===== src/rtl/fp_pkg.sv =====
// Shared constants for the floating-point multiplier exponent path.
// Result class encoding and default field geometry.
package fp_pkg;

  localparam int EXP_W_DEF = 11;
  localparam int BIAS_DEF  = (1 << (EXP_W_DEF - 1)) - 1;
  localparam logic [EXP_W_DEF-1:0] EXP_ONES_DEF = '1;

  typedef enum logic [2:0] {
    CLS_NORMAL = 3'd0,
    CLS_ZERO   = 3'd1,
    CLS_INF    = 3'd2,
    CLS_NAN    = 3'd3,
    CLS_OVF    = 3'd4,
    CLS_UNF    = 3'd5
  } cls_e;

endpackage


===== src/rtl/fp_exp_classify.sv =====
// Combinational priority classifier for the stage-2 exponent result.
// Specials win over range checks; nan beats inf beats zero.
module fp_exp_classify
  import fp_pkg::*;
#(
  parameter int EXP_W = EXP_W_DEF
) (
  input  logic signed [EXP_W+1:0] sum,
  input  logic                    za,
  input  logic                    zb,
  input  logic                    ia,
  input  logic                    ib,
  input  logic                    na,
  input  logic                    nb,
  output logic [EXP_W-1:0]        exp_y,
  output logic [2:0]              cls_y,
  output logic                    ovf,
  output logic                    unf
);

  localparam logic signed [EXP_W+1:0] SUM_MAX  = (EXP_W+2)'((1 << EXP_W) - 1);
  localparam logic signed [EXP_W+1:0] SUM_ZERO = '0;

  always_comb begin
    exp_y = '0;
    cls_y = CLS_NORMAL;
    ovf   = 1'b0;
    unf   = 1'b0;
    // ia/ib also cover nan encodings, but those are already caught above
    if (na || nb || (ia && zb) || (ib && za)) begin
      exp_y = '1;
      cls_y = CLS_NAN;
    end else if (ia || ib) begin
      exp_y = '1;
      cls_y = CLS_INF;
    end else if (za || zb) begin
      cls_y = CLS_ZERO;
    end else if (sum >= SUM_MAX) begin
      exp_y = '1;
      cls_y = CLS_OVF;
      ovf   = 1'b1;
    end else if (sum <= SUM_ZERO) begin
      cls_y = CLS_UNF;
      unf   = 1'b1;
    end else begin
      exp_y = sum[EXP_W-1:0];
    end
  end

endmodule


===== src/rtl/fp_exp_pipe.sv =====
// Two-stage valid/ready exponent pipeline: biased add + special decode,
// then classification, with saturating ovf/unf event counters.
module fp_exp_pipe
  import fp_pkg::*;
#(
  parameter int EXP_W = EXP_W_DEF,
  parameter int BIAS  = (1 << (EXP_W - 1)) - 1,
  parameter int CNT_W = 16
) (
  input  logic             clk,
  input  logic             rst,
  input  logic             in_valid,
  output logic             in_ready,
  input  logic [EXP_W-1:0] exp_a,
  input  logic [EXP_W-1:0] exp_b,
  input  logic             man_nz_a,
  input  logic             man_nz_b,
  input  logic             norm_inc,
  output logic             out_valid,
  input  logic             out_ready,
  output logic [EXP_W-1:0] exp_y,
  output logic [2:0]       cls_y,
  output logic             ovf,
  output logic             unf,
  input  logic             cnt_clr,
  output logic [CNT_W-1:0] ovf_cnt,
  output logic [CNT_W-1:0] unf_cnt
);

  localparam logic signed [EXP_W+1:0] BIAS_S = (EXP_W+2)'(BIAS);

  logic                    s1_v, s2_v;
  logic signed [EXP_W+1:0] s1_sum;
  logic                    s1_za, s1_zb, s1_ia, s1_ib, s1_na, s1_nb;

  logic signed [EXP_W+1:0] sum_c;
  logic                    ia_c, ib_c;
  logic [EXP_W-1:0]        exp_c;
  logic [2:0]              cls_c;
  logic                    ovf_c, unf_c;
  logic                    s2_ld, out_fire;

  // Two guard bits keep the biased sum from wrapping in either direction
  assign sum_c = $signed({2'b00, exp_a}) + $signed({2'b00, exp_b}) - BIAS_S
               + $signed({{(EXP_W+1){1'b0}}, norm_inc});
  assign ia_c  = (exp_a == '1);
  assign ib_c  = (exp_b == '1);

  assign s2_ld     = !s2_v || out_ready;
  assign in_ready  = !s1_v || s2_ld;
  assign out_valid = s2_v;
  assign out_fire  = s2_v && out_ready;

  always_ff @(posedge clk or posedge rst) begin
    if (rst) begin
      s1_v   <= 1'b0;
      s1_sum <= '0;
      s1_za  <= 1'b0;
      s1_zb  <= 1'b0;
      s1_ia  <= 1'b0;
      s1_ib  <= 1'b0;
      s1_na  <= 1'b0;
      s1_nb  <= 1'b0;
    end else if (in_ready) begin
      s1_v <= in_valid;
      if (in_valid) begin
        s1_sum <= sum_c;
        s1_za  <= (exp_a == '0) && !man_nz_a;
        s1_zb  <= (exp_b == '0) && !man_nz_b;
        s1_ia  <= ia_c;
        s1_ib  <= ib_c;
        s1_na  <= ia_c && man_nz_a;
        s1_nb  <= ib_c && man_nz_b;
      end
    end
  end

  fp_exp_classify #(.EXP_W(EXP_W)) u_classify (
    .sum   (s1_sum),
    .za    (s1_za),
    .zb    (s1_zb),
    .ia    (s1_ia),
    .ib    (s1_ib),
    .na    (s1_na),
    .nb    (s1_nb),
    .exp_y (exp_c),
    .cls_y (cls_c),
    .ovf   (ovf_c),
    .unf   (unf_c)
  );

  always_ff @(posedge clk or posedge rst) begin
    if (rst) begin
      s2_v  <= 1'b0;
      exp_y <= '0;
      cls_y <= CLS_NORMAL;
      ovf   <= 1'b0;
      unf   <= 1'b0;
    end else if (s2_ld) begin
      s2_v <= s1_v;
      if (s1_v) begin
        exp_y <= exp_c;
        cls_y <= cls_c;
        ovf   <= ovf_c;
        unf   <= unf_c;
      end
    end
  end

  // Counters only see results actually handed downstream; clear has priority
  always_ff @(posedge clk or posedge rst) begin
    if (rst) begin
      ovf_cnt <= '0;
      unf_cnt <= '0;
    end else if (cnt_clr) begin
      ovf_cnt <= '0;
      unf_cnt <= '0;
    end else if (out_fire) begin
      if (ovf && ovf_cnt != '1) ovf_cnt <= ovf_cnt + 1'b1;
      if (unf && unf_cnt != '1) unf_cnt <= unf_cnt + 1'b1;
    end
  end

endmodule


===== config.mk =====
export PLATFORM = sky130hd
export DESIGN_NAME = fp_exp_pipe
export DESIGN_NICKNAME = d
export VERILOG_FILES = /design/src/rtl/fp_pkg.sv /design/src/rtl/fp_exp_classify.sv /design/src/rtl/fp_exp_pipe.sv
export SDC_FILE = /design/constraint.sdc
export NUM_CORES = 1
export LEC_CHECK = 0
export ABC_CLOCK_PERIOD_IN_PS = 4300
export BUFFER_PORTS_ARGS = -buffer_cell sky130_fd_sc_hd__buf_2
export CELL_PAD_IN_SITES_DETAIL_PLACEMENT = 1
export CELL_PAD_IN_SITES_GLOBAL_PLACEMENT = 1
export CORE_MARGIN = 5
export CORE_UTILIZATION = 45
export DETAILED_ROUTE_END_ITERATION = 10
export GPL_TIMING_DRIVEN = 0
export MAX_ROUTING_LAYER = met4
export PLACE_DENSITY = 0.86
export SYNTH_ARGS = -nofsm -noshare
export SYNTH_HDL_FRONTEND = slang
export SYNTH_SLANG_ARGS = --single-unit

===== constraint.sdc =====
create_clock -name clk -period 4.3 [get_ports clk]
set_input_delay 0.645 -clock clk [delete_from_list [all_inputs] [get_ports clk]]
set_output_delay 0.645 -clock clk [all_outputs]
set_load 0.02 [all_outputs]

==> metrics.txt <==
ranking of synthesized cells by area=dfrtp_1 42%, ha_1 7.4%, nand2_1 4.5%, nor2_1 4.5%, xnor2_1 3.9%; Initial Utilization=46.5%; number of synthesized flops with an enable pin=0; CTS Sinks=69; Pre-Repair DR Iteration Count=4; port buffer count=79; FMAX=392 MHz; ANT nets after route=0; Async SR Flop Fraction=100%; share of power burned in the clock network=a little under a third; Yosys cell types=54; Final period util=59.4%; drc violations=0; CTS max path bufs=2; IO Pins=80; CP peak stage delay=roughly 0.4 ns; syn_nets=498; Compound-Gate Fraction of Synth Area=16.5%; pwr/cell area=359 nW/um^2; CTS hold repair buffers=0; status=completed; Worst Skew=~0.013 ns; WP buf/inv=4; DP HPWL=9410 microns; mux cell area share after synthesis=roughly 1.0%; Post-CTS Setup Bufs=0; multi-input logic area=2210 sq um; largest net degree at the start of global routing=70; Synth top area share=42.4%; Area after DPL=~4600 sq um; worst setup margin=1.75 ns; worst slack, placed=1.39 ns; max-slew violation count=0; leak pwr=between 2 and 2.5 nW; Post-Syn Instances=443; Crit Path Class=primary input to register; TritonCTS clock tree=yes; Pint=0.00115 W; CTS resizes=0; WL/cell=18.6 microns; register area=1730 sq um; Flop pwr share=46.3%; DR vias=3,808; vias per inst=slightly below 6; Crit path max-delay family=adder cells; worst skew pair latency=0.35 ns; final wirelength=12,000 microns; syn avg cell area=~9 sq um; Worst Hold Slack=0.472 ns; min-delay worst type=primary input to async pin; total CTS buffers=9; H-tree levels=3; area delta synth->final=17.8%; crit path time final=between 2 and 3 ns; Worst Path Arrival=2.79 ns; Switch Pwr=0.000575 W; DIE AREA=11,100 sq um; CP max-delay cell=fa_1; cell taking the most area after synthesis=dfrtp_1; # rows=34; post-synthesis sequential area ratio=a little over two fifths; RSZ-0062 raised after global routing=no; logic gate share of total power=23.1%; Max FO, Critical Path=3; first-pass GRT wire length=20,500 microns; initial antenna violation count=0; largest family of logic cells by synthesized area=simple AND/OR/NAND/NOR gates; final hold viol count=0; Slew HR=between 40% and 50%; CP endpoint kind=register; startpoint types=primary input; Reg clk slew, reported paths=0.07 ns; Top FF cell, synth=dfrtp_1; final instance area=4800 sq um; Initial DRC Count=94; Yosys reg bits=69; Worst-Margin Slew=0.845 ns; cells along the critical path=buf_2, inv_1, ha_1, inv_1, ha_1, inv_1, fa_1, nand2b_1, a21oi_1, nor2_1, o2111a_1, a221o_1; worst path required time=4.53 ns; Max-Cap Viols=0; ANT cells=0; layout cell share with drive strength beyond 1=21.4%; Nets=588; core area=8760 sq um; GRT Util Overall=22.9%; die height=105 microns; Sw Share=33.4%; fill count=between 1,000 and 1,500; Synth Area in Simple Gates=a little under a quarter; vias in the first global route=4,168; VDD IR max=0.139 mV; Worst path most repeated cell=inv_1; synthesized area=4070 sq um; most frequent cells in the layout=83 x buf_2, 69 x dfrtp_1, 49 x nor2_1, 49 x nand2_1, 26 x o21ai_0; final setup violation count=0; adder-cell area share of the yosys netlist=7.86%; R2R Setup Slk=2.31 ns; die width=105 microns; Root Driver=clkbuf_8; GPL Wtd Cong=0.921; most common cell after layout, fill and taps aside=buf_2; total negative setup slack=0 ns; xor/xnor cell area share of the yosys netlist=5.37%; grt total ovfl=0; post-layout util=54.8%; Synthesis Warnings=0
layer usage:
| metal | global-route usage (%) | vias up | wire length (microns) |
|---|---|---|---|
| met5 | - | - | 0 |
| met4 | 8.68 | 0 | 294 |
| met3 | 3.88 | 24 | 483 |
| met2 | 40.9 | 90 | 6360 |
| met1 | 25.5 | 1892 | 4900 |
| li1 | - | 1802 | - |
per-stage QoR:
stage | total power [W] | instances
2_1_floorplan | 0.00105 | 443
3_3_place_gp | 0.00119 | 630
3_5_place_dp | 0.00121 | 630
4_1_cts | 0.00174 | 646
5_1_grt | 0.00182 | 646
6_report | 0.00172 | 646
final timing paths:
kind,start,end,depth (start not counted)
worst max-delay path,exp_a[0],s1_sum[8]$_DFFE_PP0P_,12
worst min-delay path,rst,ovf_cnt[0]$_DFFE_PP0P_,2
worst max register to register,unf_cnt[5]$_DFFE_PP0P_,unf_cnt[13]$_DFFE_PP0P_,5
worst min register to register,cls_y[1]$_DFFE_PP0P_,cls_y[1]$_DFFE_PP0P_,1
max in group asynchronous,rst,s1_za$_DFFE_PP0P_,2
min in group clk,cls_y[1]$_DFFE_PP0P_,cls_y[1]$_DFFE_PP0P_,1
Yosys cell counts (all sizes together) (7+ instances only):
cell type  number
ha             24
nand3          20
inv            16
nor4           18
nand4          15
o21ai          27
clkbuf         11
o211ai          7
xor2            7
xnor2          18
nor2           49
and3           10
a21oi          25
nand2          49
dfrtp          69
layout make-up:
type                            instances  share of cell area (%)
Multi-Input combinational cell        342                    46.1
Clock buffer                           12                    3.02
Timing Repair Buffer                   79                    8.24
Buffer                                 16                    1.51
Sequential cell                        69                    36.0
Tap cell                              108                    2.82
Inverter                               16                    1.30
Clock inverter                          4                   0.991
registers in the layout, indices dropped and copies added, names as in the netlist, 3 cells and up:
name / count
cls_y: 3
exp_y: 11
ovf_cnt: 16
s1_sum: 13
unf_cnt: 16
cell families after synthesis:
kind of cell    after synthesis
fa+ha+maj                    25
xor+xnor                     25
flops                        69
compound gates               99
simple gates                189
buf+inv                      32
mux                           4
power groups by stage:
| stage | Combinational, W | Clock (W) | Sequential [W] |
|---|---|---|---|
| floorplan | 0.000208 | 0 | 0.000840 |
| global placement | 0.000383 | 0 | 0.000802 |
| detailed placement | 0.000402 | 0 | 0.000807 |
| CTS | 0.000405 | 0.000538 | 0.000796 |
| global route | 0.000444 | 0.000568 | 0.000806 |
| finish | 0.000398 | 0.000529 | 0.000798 |
Power figures use the tool's default switching activity.
